`config.mk`:
```
export PLATFORM = sky130hd
export DESIGN_NAME = key_expansion_seq
export DESIGN_NICKNAME = d
export VERILOG_FILES = /design/src/rtl/key_expansion_seq_pkg.sv /design/src/rtl/key_expansion_seq_subword.sv /design/src/rtl/key_expansion_seq.sv
export SDC_FILE = /design/constraint.sdc
export NUM_CORES = 2
export LEC_CHECK = 0
export CELL_PAD_IN_SITES_DETAIL_PLACEMENT = 1
export CELL_PAD_IN_SITES_GLOBAL_PLACEMENT = 2
export CORE_AREA = 2 2 516 313
export CTS_BUF_LIST = sky130_fd_sc_hd__clkbuf_8 sky130_fd_sc_hd__clkbuf_16
export DETAILED_ROUTE_END_ITERATION = 16
export DIE_AREA = 0 0 518 315
export HOLD_SLACK_MARGIN = 0.12
export PLACE_DENSITY_LB_ADDON = 0.15
export REMOVE_ABC_BUFFERS = 1
export SYNTH_ARGS = -nofsm -noshare
export SYNTH_HDL_FRONTEND = slang
export SYNTH_SLANG_ARGS = --single-unit
```
`constraint.sdc`:
```
create_clock -name clk -period 25.9 [get_ports clk]
set_input_delay 6.475 -clock clk [delete_from_list [all_inputs] [get_ports clk]]
set_output_delay 6.475 -clock clk [all_outputs]
set_load 0.01 [all_outputs]
```
`src/rtl/key_expansion_seq_pkg.sv`:
```
// key_expansion_seq_pkg: shared AES byte/word/key types, key-schedule constants and GF(2^8) helpers
package key_expansion_seq_pkg;

  typedef logic [7:0] byte_t;
  typedef byte_t [0:3] word_t;
  typedef byte_t [0:15] key128_t;

  localparam logic [3:0] NR = 4'd10;
  localparam byte_t RCON_INIT = 8'h01;

  // Multiply by x in GF(2^8) modulo x^8+x^4+x^3+x+1; shared with MixColumns.
  function automatic byte_t xtime(input byte_t b);
    return {b[6:0], 1'b0} ^ (b[7] ? 8'h1b : 8'h00);
  endfunction

  function automatic byte_t gf_mul(input byte_t a, input byte_t b);
    byte_t p, r;
    p = a;
    r = '0;
    for (int i = 0; i < 8; i++) begin
      r = b[i] ? r ^ p : r;
      p = xtime(p);
    end
    return r;
  endfunction

  // S-box as multiplicative inverse (x^254, so 0 maps to 0) followed by the AES affine map.
  function automatic byte_t sbox(input byte_t x);
    byte_t p, v;
    p = x;
    v = 8'h01;
    for (int i = 1; i < 8; i++) begin
      p = gf_mul(p, p);
      v = gf_mul(v, p);
    end
    return v ^ {v[6:0], v[7]} ^ {v[5:0], v[7:6]} ^ {v[4:0], v[7:5]} ^ {v[3:0], v[7:4]} ^ 8'h63;
  endfunction

endpackage

```
`src/rtl/key_expansion_seq_subword.sv`:
```
// key_expansion_seq_subword: SubWord, four parallel S-box lookups on one 32-bit word
module key_expansion_seq_subword
  import key_expansion_seq_pkg::*;
(
  input  word_t word_i,
  output word_t word_o
);

  for (genvar i = 0; i < 4; i++) begin : g_sbox
    assign word_o[i] = sbox(word_i[i]);
  end

endmodule

```
`src/rtl/key_expansion_seq.sv`:
```
// key_expansion_seq: sequential AES-128 key schedule emitting rounds 0..10 with valid/ready
module key_expansion_seq
  import key_expansion_seq_pkg::*;
(
  input  logic       clk,
  input  logic       rst,
  input  logic       key_valid,
  output logic       key_ready,
  input  key128_t    key,
  output logic       rk_valid,
  input  logic       rk_ready,
  output key128_t    rk,
  output logic [3:0] rk_round,
  output logic       rk_last
);

  localparam logic [0:0] S_IDLE = 1'b0;
  localparam logic [0:0] S_EMIT = 1'b1;

  logic [0:0] state_q, state_d;
  key128_t    w_q, w_d;
  logic [3:0] round_q, round_d;
  byte_t      rcon_q, rcon_d;
  word_t      rot_w, sub_w, temp_w, n0, n1, n2, n3;

  assign rot_w = {w_q[13], w_q[14], w_q[15], w_q[12]};

  key_expansion_seq_subword u_subword (
    .word_i(rot_w),
    .word_o(sub_w)
  );

  assign temp_w = sub_w ^ {rcon_q, 24'h000000};
  assign n0 = w_q[0:3] ^ temp_w;
  assign n1 = w_q[4:7] ^ n0;
  assign n2 = w_q[8:11] ^ n1;
  assign n3 = w_q[12:15] ^ n2;

  // Load a key in IDLE, advance one round per accepted beat in EMIT, hold otherwise.
  always_comb begin
    state_d = state_q;
    w_d     = w_q;
    round_d = round_q;
    rcon_d  = rcon_q;
    if (state_q == S_IDLE) begin
      if (key_valid) begin
        state_d = S_EMIT;
        w_d     = key;
        round_d = 4'd0;
        rcon_d  = RCON_INIT;
      end
    end else if (rk_ready) begin
      if (round_q == NR) begin
        state_d = S_IDLE;
      end else begin
        w_d     = {n0, n1, n2, n3};
        round_d = round_q + 4'd1;
        rcon_d  = xtime(rcon_q);
      end
    end
  end

  // State registers; reset wins over any handshake in the same cycle.
  always_ff @(posedge clk) begin
    if (rst) begin
      state_q <= S_IDLE;
      w_q     <= '0;
      round_q <= 4'd0;
      rcon_q  <= RCON_INIT;
    end else begin
      state_q <= state_d;
      w_q     <= w_d;
      round_q <= round_d;
      rcon_q  <= rcon_d;
    end
  end

  assign key_ready = state_q == S_IDLE;
  assign rk_valid  = state_q == S_EMIT;
  assign rk        = w_q;
  assign rk_round  = round_q;
  assign rk_last   = rk_valid && round_q == NR;

endmodule
```
==> impl_metrics.py <==
metrics = {
    "outcome": {
        "status": "complete, no violations",
    },
    "placement": {
        "gp_congestion": 0.905,
        "dp_hpwl_um": 196000,
        "port_buffers": 266,
    },
    "synth": {
        "syn_inst": 8585,
        "async_reset_ff_share_pct": 0,
        "ys_ff_latch": 141,
        "yosysSeqAreaShare_pct": 4.37,
        "synth_edf_count": 0,
        "ys_types": 112,
        "yosys_warnings": 0,
        "synth.avg_cell_area_um2": 7.52,
        "syn_area_um2": 64600,
        "ys.flop_type": "dfxtp_1",
    },
    "floorplan": {
        "coreArea_um2": 159000,
        "die_h_um": 315,
        "io_pins": 267,
        "die_area_um2": 163000,
        "chipWidth_um": 518,
        "rows": 114,
        "start_util_pct": 40.6,
    },
    "global_routing": {
        "antenna_found_initial": 10,
        "grt_pass1_wl_um": 392000,
        "grt_usage_pct": 30.2,
        "first_global_vias": 61400,
        "overflow": 0,
        "grt_max_degree": 80,
    },
    "route": {
        "vias_per_cell": 5.94,
        "drtAntennaViolNets": 0,
        "firstDrtPassIters": 5,
        "drc": 0,
        "vias": 63600,
        "finalWirelength_um": 256000,
        "drt_iter0_markers": 5961,
        "wl_per_cell_um": 23.9,
    },
    "setup_path": {
        "crit_required_ps": 26350,
        "start_kind": "flop",
        "cp_data_arrival_time_ps": 20840,
        "r2r_setup_slack_ps": 5510,
        "cp_common_cell": "xnor2_1",
        "end_kind": "flop",
        "critPathMaxFanout": 30,
        "r2r-start": "rk[16]",
        "startpoint": "rk[16]",
        "slowest_delay_ps": 880,
        "critical_path_class": "reg -> reg",
        "slowest_stage": "xnor2_1",
    },
    "sta": {
        "tns_ps": 0,
        "skew_ps": 16.8,
        "period_needed_ps": 20390,
        "setup_violations": 0,
        "fmax_mhz": 49.0,
        "timing.final.crit_share_pct": 78.7,
        "hold_viol_final": 0,
        "maxSlewViolCount": 0,
        "tightest_slew_ps": 1280,
        "max_slew_margin_pct": 14.5,
        "rsz0062_at_grt": "no",
    },
    "worst_hold_path": {
        "hp-start": "rk[118]",
        "hold_class": "reg -> reg",
    },
    "final_layout": {
        "drive_gt1_share_pct": 7.73,
        "num-fill-cells": 19600,
        "layout.nets": 8706,
        "area_growth_pct": 9.60,
    },
    "cts": {
        "path_clk_slew_ps": 80,
        "clk_latency_ps": 530,
        "cts.path.max_buffers": 2,
        "clock_sinks": 141,
        "postCtsHoldBufs": 0,
        "cts_buffers": 17,
        "cts_resized": 0,
        "post-cts-setup-buffers": 0,
        "root_buffer": "clkbuf_16",
        "cts_tree": "done",
        "h-tree-depth": 4,
    },
    "run": {
        "maxCapViolCount": 0,
    },
}
## stage by stage
step	std cells	instance area (µm²)	setup WS [ps]	hold WS, ps	utilization, %
after floorplan	7977	62000	5810	451	-
after CTS	10700	70800	5490	489	44.5
final	10700	70800	5510	484	44.5
after global placement	10700	70200	5700	455	44.1
after detailed placement	10700	70200	5560	475	44.1
after global routing	10700	70800	4320	507	44.5
## worst paths after layout
kind	cells past startpoint	end
hold / removal	2	rk[118]
hold reg to reg	2	rk[118]
setup / recovery	57	rk[24]
setup reg to reg	57	rk[24]
## layout by cell type (no fill, tap or decap), drive strengths merged, types with 42 or more instances in the layout
cell	n
xor2	477
xor3	63
and2	54
nand3	208
o22ai	114
o211ai	67
nand2b	82
nor2	1200
xnor3	432
dfxtp	141
inv	104
mux2	52
a211oi	71
mux2i	227
nor2b	86
or3	48
a221oi	42
o21ai	417
nor3	230
nand2	861
a21oi	548
a31oi	95
a22oi	84
buf	291
clkdlybuf4s50	265
xnor2	1654
## flip-flops by register name, indices dropped and copies added (netlist names)
register  count
rk          128
rk_valid      1
rk_round      4
rcon_q        8
## cell usage after synthesis (24+ instances only)
master     instances  area, µm²
mux2i_1          227       2270
buf_2            112        561
xnor3_1          412       9280
a211oi_1          64        480
o211ai_1          67        503
nand3_1          208       1040
inv_1             88        330
a22oi_1           82        616
o21a_1            32        240
o31ai_1           29        218
and3_1            38        238
buf_1             66        248
and2_1            51        319
nor3_1           227       1140
a31oi_1           94        588
a211o_1           24        210
o22ai_1          112        701
buf_4             28        210
xor3_1            60       1430
a21o_1            26        195
clkbuf_1         401       1510
nor4_1            35        219
o21ai_0          381       1910
nand2b_1          82        513
nor2_1          1195       4490
xnor2_2           62       1010
mux2_2            51        574
xnor2_1         1579      13800
a221oi_1          42        368
a21oi_1          544       2720
nand2_1          859       3220
o21ai_1           35        175
o2bb2ai_1         27        236
xor2_1           449       3930
or3_1             48        300
nor2b_1           85        532
dfxtp_1          141       2820
nand4_1           35        219
xor2_2            24        390
## layout make-up
| cell class | instances | area (µm²) | share of cell area [%] |
|---|---|---|---|
| Tap cell | 2146 | 2690 | 3.79 |
| Antenna cell | 4 | 10.0 | 0.0141 |
| Multi-Input combinational cell | 7729 | 59400 | 83.9 |
| Clock inverter | 13 | 140 | 0.198 |
| Sequential cell | 141 | 2830 | 3.99 |
| Clock buffer | 19 | 453 | 0.640 |
| Inverter | 107 | 407 | 0.574 |
| Timing Repair Buffer | 557 | 4850 | 6.85 |
## per-layer routing
metal / global-route usage (%) / wire length, µm / vias to the layer above
met4: 4.91 / 3340 / 0
met1: 48.1 / 131000 / 32000
met3: 4.14 / 17900 / 130
met5: 0 / 0 / -
met2: 42.7 / 104000 / 1884
li1: - / - / 29600
## worst max-delay path: cells and delay by family (launching register included)
family,cells,cell delay (ps)
xor+xnor,22,8830
compound gates,11,3260
mux,9,2610
buf+inv,7,2270
simple gates,5,1440
fa+ha+maj,3,1340
flops,1,570
## cell families (layout without fill, tap and decap cells)
family                   Yosys count  after routing  synth area share, %
AO/OA/AOI/OAI                   1830           1830                 18.1
buffers and inverters            715            696                 4.55
AND/OR/NAND/NOR                 2968           2968                 20.1
adder cells (fa/ha/maj)           22             22                0.422
other                              0              4                    0
flip-flops                       141            141                 4.37
multiplexers                     283            283                 4.56
XOR/XNOR                        2626           2626                 47.8
Power is not shown: default switching activity piles up to over one toggle a cycle in this logic, so the estimate is an artifact.
